<file path="src/rtl/prefix_add_pkg.sv">
// Shared definitions for the prefix-adder sequencer: FSM encodings,
// default slice width and a constant-foldable clog2.
package prefix_add_pkg;

  typedef enum logic [1:0] {
    S_IDLE = 2'd0,
    S_RUN  = 2'd1,
    S_DONE = 2'd2
  } state_t;

  localparam int SLICE_W_DEFAULT = 64;

  // Number of bits needed to index 'value' distinct items (minimum 1).
  function automatic int clog2(input int value);
    int r;
    r = 1;
    for (int i = 1; i < 31; i++) begin
      if ((1 << i) < value) r = i + 1;
    end
    return r;
  endfunction

endpackage

</file>
<file path="src/rtl/prefix_slice_mux.sv">
// Selects slice 'idx' of the held operands for the shared adder.
// Outputs are forced to zero when 'en' is low so the adder inputs are
// quiet whenever no slice is being processed.
module prefix_slice_mux
  import prefix_add_pkg::*;
#(
  parameter int DATA_W     = 256,
  parameter int SLICE_W    = SLICE_W_DEFAULT,
  parameter int NUM_SLICES = DATA_W / SLICE_W,
  parameter int IDX_W      = clog2(NUM_SLICES)
) (
  input  logic [DATA_W-1:0]  a,
  input  logic [DATA_W-1:0]  b,
  input  logic [IDX_W-1:0]   idx,
  input  logic               en,
  output logic [SLICE_W-1:0] a_slice,
  output logic [SLICE_W-1:0] b_slice
);

  // Decoded slice select; constant part-selects keep every index in range.
  always_comb begin
    a_slice = '0;
    b_slice = '0;
    if (en) begin
      for (int i = 0; i < NUM_SLICES; i++) begin
        if (idx == IDX_W'(i)) begin
          a_slice = a[i*SLICE_W +: SLICE_W];
          b_slice = b[i*SLICE_W +: SLICE_W];
        end
      end
    end
  end

endmodule

</file>
<file path="src/rtl/prefix_add_sequencer.sv">
// Multi-cycle DATA_W add/subtract built on one external SLICE_W prefix
// adder. Slices are processed LSB first; the carry is chained through 'cy'.
//
// Handshakes: a transfer happens on a rising edge where valid and ready are
// both 1. The request side is ready in IDLE, or in DONE when the current
// result is being consumed in the same cycle (back-to-back issue); flush_i
// forces ready low. The response side holds valid and data stable until
// resp_ready_i is seen.
module prefix_add_sequencer
  import prefix_add_pkg::*;
#(
  parameter int DATA_W  = 256,
  parameter int SLICE_W = SLICE_W_DEFAULT
) (
  input  logic               clk_i,
  input  logic               rst_i,
  input  logic               flush_i,
  input  logic               req_valid_i,
  output logic               req_ready_o,
  input  logic [DATA_W-1:0]  req_a_i,
  input  logic [DATA_W-1:0]  req_b_i,
  input  logic               req_sub_i,
  input  logic               req_cin_i,
  output logic [SLICE_W-1:0] add_a_o,
  output logic [SLICE_W-1:0] add_b_o,
  output logic               add_cin_o,
  input  logic [SLICE_W-1:0] add_sum_i,
  input  logic               add_cout_i,
  output logic               resp_valid_o,
  input  logic               resp_ready_i,
  output logic [DATA_W-1:0]  resp_sum_o,
  output logic               resp_cout_o,
  output logic               resp_ovf_o,
  output logic               busy_o
);

  localparam int NUM_SLICES = DATA_W / SLICE_W;
  localparam int IDX_W      = clog2(NUM_SLICES);
  localparam logic [IDX_W-1:0] LAST_IDX = IDX_W'(NUM_SLICES - 1);

  state_t            state;
  state_t            next_state;
  logic [IDX_W-1:0]  idx;
  logic              cy;
  logic [DATA_W-1:0] a_q;
  logic [DATA_W-1:0] b_q;
  logic [DATA_W-1:0] sum_q;
  logic              accept;
  logic              running;
  logic              last_slice;

  assign accept     = req_valid_i & req_ready_o;
  assign running    = (state == S_RUN);
  assign last_slice = (idx == LAST_IDX);

  // FSM state register.
  always_ff @(posedge clk_i) begin
    if (rst_i) state <= S_IDLE;
    else       state <= next_state;
  end

  // Next-state logic; flush abandons whatever is in flight.
  always_comb begin
    next_state = state;
    if (flush_i) begin
      next_state = S_IDLE;
    end else begin
      case (state)
        S_IDLE:  if (accept) next_state = S_RUN;
        S_RUN:   if (last_slice) next_state = S_DONE;
        S_DONE:  if (resp_ready_i) next_state = accept ? S_RUN : S_IDLE;
        default: next_state = S_IDLE;
      endcase
    end
  end

  // FSM-derived handshake and status outputs.
  always_comb begin
    req_ready_o  = ~flush_i & ((state == S_IDLE) | ((state == S_DONE) & resp_ready_i));
    resp_valid_o = (state == S_DONE);
    busy_o       = (state != S_IDLE);
  end

  // Operand capture, per-slice sum write-back and carry chaining.
  always_ff @(posedge clk_i) begin
    if (rst_i) begin
      idx   <= '0;
      cy    <= 1'b0;
      a_q   <= '0;
      b_q   <= '0;
      sum_q <= '0;
    end else if (flush_i) begin
      idx <= '0;
    end else if (accept) begin
      a_q <= req_a_i;
      b_q <= req_sub_i ? ~req_b_i : req_b_i;
      cy  <= req_sub_i ? 1'b1 : req_cin_i;
      idx <= '0;
    end else if (running) begin
      for (int i = 0; i < NUM_SLICES; i++) begin
        if (idx == IDX_W'(i)) sum_q[i*SLICE_W +: SLICE_W] <= add_sum_i;
      end
      cy  <= add_cout_i;
      idx <= last_slice ? '0 : idx + 1'b1;
    end
  end

  prefix_slice_mux #(
    .DATA_W     (DATA_W),
    .SLICE_W    (SLICE_W),
    .NUM_SLICES (NUM_SLICES),
    .IDX_W      (IDX_W)
  ) u_slice_mux (
    .a       (a_q),
    .b       (b_q),
    .idx     (idx),
    .en      (running),
    .a_slice (add_a_o),
    .b_slice (add_b_o)
  );

  assign add_cin_o   = running & cy;
  assign resp_sum_o  = sum_q;
  assign resp_cout_o = cy;
  // b_q already holds the effective operand, so one rule covers add and sub.
  assign resp_ovf_o  = (a_q[DATA_W-1] == b_q[DATA_W-1]) & (sum_q[DATA_W-1] != a_q[DATA_W-1]);

endmodule

</file>
<file path="config.mk">
export PLATFORM = sky130hd
export DESIGN_NAME = prefix_add_sequencer
export DESIGN_NICKNAME = d
export VERILOG_FILES = /design/src/rtl/prefix_add_pkg.sv /design/src/rtl/prefix_slice_mux.sv /design/src/rtl/prefix_add_sequencer.sv
export SDC_FILE = /design/constraint.sdc
export NUM_CORES = 2
export LEC_CHECK = 0
export CORE_AREA = 2 2 376 378
export DETAILED_ROUTE_END_ITERATION = 6
export DIE_AREA = 0 0 378 380
export PLACE_DENSITY_LB_ADDON = 0.05
export SLEW_MARGIN = 20
export SYNTH_ARGS = -nofsm -noshare
export SYNTH_HDL_FRONTEND = slang
export SYNTH_SLANG_ARGS = --single-unit
</file>
<file path="constraint.sdc">
create_clock -name clk_i -period 4 [get_ports clk_i]
set_clock_uncertainty 0.05 [all_clocks]
set_input_delay 0.8 -clock clk_i [delete_from_list [all_inputs] [get_ports clk_i]]
set_output_delay 0.8 -clock clk_i [all_outputs]
set_load 0.03 [all_outputs]
</file>
; Word-level counts from Yosys, hierarchy flattened
; Cells that the tools add are included.
[totals]
word_cells = 62
ff_bits = 773
inputBits = 584
output_inout_bits = 390
[op_classes]
add_sub_neg = 1
mux = 20
eq_ne = 10
reduce_logical = 13
n_bitwise = 9
[ops]
columns = cell, count
row1 = $mux 64, 10
row2 = $mux 256, 1
row3 = $not 256->256, 1
row4 = $reduce_and 4->1, 4
row5 = $mux 2, 4
row6 = $eq 2x2->1 const B, 3
row7 = $pmux 2 s3, 1
row8 = $and 1x1->1, 5
row9 = $eq 2x1->1 const B, 2
row10 = $logic_not 2->1, 2
row11 = $mux 1, 4
row12 = $ne 2x1->1 const B, 2
row13 = $reduce_and 2->1, 2
row14 = $reduce_bool 2->1, 2
row15 = $reduce_and 3->1, 1
row16 = $reduce_or 3->1, 1
row17 = $add 2x1->2 const B, 1
row18 = $ne 2x2->1 const B, 1
row19 = $not 1->1, 2
row20 = $reduce_or 2->1, 1
row21 = $eq 1x1->1, 1
row22 = $ne 1x1->1, 1
row23 = $or 1x1->1, 1

; Longest topological paths before layout
[depth]
depth_word = 8
mapped_depth = 8
depth_no_buf = 5

; By module
; A second synthesis with hierarchy kept.
[unflattened]
hier_cells = 4025
area_unflattened_um2 = 35516.6
[by_module_without_submodules]
columns = module, area_each_um2, n_inst, cells_per_inst
row1 = prefix_add_sequencer, 31551.5, 1, 3582
row2 = prefix_slice_mux, 3965.1, 1, 443

; Least setup slack after synthesis
; No wires, ideal clock.
[synth_path]
kind = input port to output port
start = in flush_i
end = out req_ready_o
path_stages = 5
t_arrival_ps = 1990
path_buffers = 3
setup_slack_ps = 1160
cell_sequence = or2_1 buf_2 clkbuf_1 clkbuf_1 nor2_1
[synth_via]
elab_chain_len = 2
[synth_rtl]
columns = item, line
row1 = "start, declared", prefix_add_sequencer.sv:17  ; input logic flush_i,
row2 = $not 1->1 (no source line), n/a
row3 = $and 1x1->1, prefix_add_sequencer.sv:79  ; req_ready_o = ~flush_i & ((state == S_IDLE) | ((state == S_DONE) & resp_ready_i));
row4 = "end, declared", prefix_add_sequencer.sv:19  ; output logic req_ready_o,
; Every way passes these cells.

; Worst setup path in the final report
[layout_path]
start = reg idx[0]
end = out add_b_o[46]
[layout_via]
elab_chain_len = 6
[layout_rtl]
columns = item, line
row1 = "start, declared", prefix_add_sequencer.sv:43  ; logic [IDX_W-1:0] idx;
row2 = "start signal, assigned", prefix_add_sequencer.sv:104  ; idx <= last_slice ? '0 : idx + 1'b1;
row3 = $logic_not 2->1, prefix_slice_mux.sv:26  ; if (idx == IDX_W'(i)) begin
row4 = $mux 64 (3 in a row), prefix_slice_mux.sv:26
row5 = $mux 64 (*), prefix_slice_mux.sv:26
row6 = $mux 64 (*), prefix_slice_mux.sv:24  ; if (en) begin
row7 = "end, declared", prefix_add_sequencer.sv:25  ; output logic [SLICE_W-1:0] add_b_o,
; Every way passes the cells marked *; elsewhere a longest branch is shown, timed or not.

==> results.py <==
metrics = {
    "power_and_ir_drop": {
        "p_total_mw": 19.70,
        "swShare": 0.2668,
        "combinationalPowerShare": 0.129,
        "clkPwrFrac": 0.455,
        "p_sw_mw": 5.257,
        "ir_drop_mv": 0.3101,
        "internal-power_mw": 14.45,
        "leakage_nw": 17.83,
        "p_seq_frac": 0.416,
        "power.density_nw_per_um2": 385.3,
    },
    "clock_network": {
        "clock_sinks": 773,
        "clk_pin_slew_ps": 60,
        "cts_tree": "done",
        "htreeDepth": 3,
        "clock_latency_ps": 700,
        "cts-root-buf": "clkbuf_16",
        "clk_path_buf_depth": 3,
        "cts_inserted_buffers": 97,
    },
    "floorplan": {
        "die_area_um2": 143600,
        "core_um2": 139200,
        "start_util": 0.2602,
        "dieHeight_um": 380,
        "die_w_um": 378,
        "num_rows": 137,
        "pin_count": 974,
    },
    "sta": {
        "final-hold-violation-count": 0,
        "finalMaxSlewViolations": 0,
        "setup_viol": 0,
        "holdWs_ps": 402.1,
        "clock.fmax_mhz": 261.0,
        "max_slew_margin": 0.3310,
        "worst_pin_slew_ps": 1003,
        "min_period_ps": 3832,
        "rsz0062_at_grt": "no",
        "timing.final.ws_setup_ps": 168.5,
        "fin_crit_sh": 0.9579,
        "fin_setup_tns_ps": 0,
    },
    "layout": {
        "design_area_um2": 51130,
        "seq_area_um2": 15470,
        "fillerInstances": 14410,
        "final_cell_mix": "clkdlybuf4s50_1, dfxtp_1, nand2_1",
        "final_common_cell": "clkdlybuf4s50_1",
        "drive_gt1_frac": 0.08446,
        "nets": 5418,
        "multi_input_area_um2": 18680,
        "area_growth_pct": 41.18,
    },
    "worst_setup_path": {
        "crit-reg2reg-launch": "idx[0]$_SDFFE_PP0N_",
        "r2r_slack_ps": 1190,
        "setup.worst_path.start": "idx[0]$_SDFFE_PP0N_",
        "path_class": "reg2out",
        "required_ps": 3150,
        "setup.worst_path.end_class": "output port",
        "critPathLaunchType": "flip-flop",
        "cp_max_fo": 42,
        "cp.arrival_ps": 2980,
    },
    "outcome": {
        "status": "finished clean",
    },
    "synth": {
        "syn_area_um2": 36220,
        "yosysWarnings": 0,
        "syn_avg_cell_area_um2": 8.631,
        "synth_edf_count": 0,
        "synthArstFlopShare": 0,
        "yosysSeqAreaShare": 0.4273,
        "synthFlopType": "dfxtp_1",
        "ys_seq_elements": 773,
        "syn_inst": 4196,
        "post_synth_num_cell_types": 38,
        "syn_nets": 4784,
    },
    "job": {
        "drv_cap": 0,
    },
    "routing": {
        "drt-total-wl_mm": 185.4,
        "drc": 0,
        "drtIter0Drc": 2869,
        "post_drt_wl_per_cell_um": 27.23,
        "firstDrtPassIters": 5,
        "antenna_left": 0,
        "via_per_inst": 5.386,
        "vias": 36670,
    },
    "global_routing": {
        "grt_pass1_vias": 35510,
        "grt_overflow": 0,
        "grt_pass1_wl_mm": 263.5,
        "grtUsageTotal": 0.2443,
        "antenna_found_initial": 57,
        "grt_max_degree": 145,
    },
    "worst_hold_path": {
        "hold_start": "resp_sum_o[62]$_SDFFE_PP0P_",
        "hold_class": "reg2reg",
    },
    "place": {
        "dpl-instance-area_um2": 47770,
        "hpwlAfterDp_mm": 120.4,
        "gp_congestion": 0.8379,
        "port_buffers": 973,
        "place_ws_ps": 665.2,
    },
}
[routing by layer]
| metal | track usage | up-vias | wire length, um |
|---|---|---|---|
| li1 | - | 16950 | - |
| met1 | 0.3223 | 18160 | 80290 |
| met2 | 0.3934 | 1293 | 87530 |
| met3 | 0.04995 | 243 | 12540 |
| met4 | 0.08514 | 30 | 4848 |
| met5 | 0 | - | 194 |
[cell usage after synthesis, drive strengths merged (2+ instances only)]
master | number | area, um^2
dfxtp | 773 | 15470
nand2 | 514 | 1929
a21oi | 513 | 2567
clkbuf | 394 | 1479
a211oi | 257 | 1929
a31oi | 257 | 1608
nand4 | 256 | 1602
o31ai | 256 | 1922
xnor2 | 256 | 2242
buf | 163 | 787.0
nand2b | 131 | 819.5
and3b | 129 | 1130
a211o | 128 | 1121
a32o | 128 | 1281
nor2 | 6 | 25.03
ha | 4 | 50.05
nand4bb | 4 | 45.04
nor2b | 4 | 25.02
nor4bb | 4 | 40.04
inv | 3 | 11.26
nor3 | 2 | 21.27
nor4 | 2 | 12.51
or2 | 2 | 12.52
[worst paths after layout]
path	to	cells after the start
max	add_b_o[46]	7
min	resp_sum_o[62]$_SDFFE_PP0P_	2
max reg2reg	resp_sum_o[45]$_SDFFE_PP0P_	6
min reg2reg	resp_sum_o[62]$_SDFFE_PP0P_	2
[kinds of logic after synthesis]
logic type               count (synthesis)  share of synthesized area
flip-flops                             773                     0.4273
AO/OA/AOI/OAI                         1543                     0.2889
XOR/XNOR                               256                    0.06191
multiplexers                             2                  0.0005873
buffers and inverters                  561                    0.06298
AND/OR/NAND/NOR                       1057                     0.1570
adder cells (fa/ha/maj)                  4                   0.001382
[per-stage QoR]
stage | utilization | instances
after floorplan | - | 4196
after global placement | 0.3432 | 6599
after detailed placement | 0.3432 | 6599
after CTS | 0.3663 | 6772
after global routing | 0.3672 | 6801
final | 0.3673 | 6808
[layout make-up]
| cell class | instances | share of cell area |
|---|---|---|
| Multi-Input combinational cell | 2864 | 0.3653 |
| Sequential cell | 773 | 0.3027 |
| Timing Repair Buffer | 1090 | 0.2218 |
| Clock buffer | 153 | 0.05670 |
| Tap cell | 1876 | 0.04591 |
| Clock inverter | 18 | 0.005751 |
| Antenna cell | 30 | 0.001468 |
| Inverter | 4 | 0.0004405 |
[flip-flops by register name (all words and copies together), names as in the netlist]
| register | flops |
|---|---|
| resp_sum_o | 256 |
| b_q | 256 |
| resp_cout_o | 1 |
| a_q | 256 |
| idx | 2 |
| state | 2 |
[critical path: stages (launching register included)]
cell and delay, ps:
dfxtp_1 350, inv_1 200, ha_4 620, buf_4 360, and3b_1 190, a211o_1 90, a32o_1 310, buf_12 160
[power by group through the flow]
stage | registers (mW) | clock network, mW | logic [mW]
global route | 8.24 | 9.48 | 2.72
global placement | 8.38 | 0 | 2.52
CTS | 8.20 | 9.20 | 2.54
detailed placement | 8.37 | 0 | 2.52
finish | 8.21 | 8.96 | 2.54
floorplan | 8.32 | 0 | 1.30
[repair_timing]
action                                 in CTS  in global routing
setup endpoints to repair                  36                 20
cloned                                      2                  1
endpoints found under the hold margin       0                  0
pin swaps                                   1                  0
gates resized for setup                     2                  4
setup buffers                               0                  5
hold buffers                                0                  0
(Power assumes the default switching activity.)
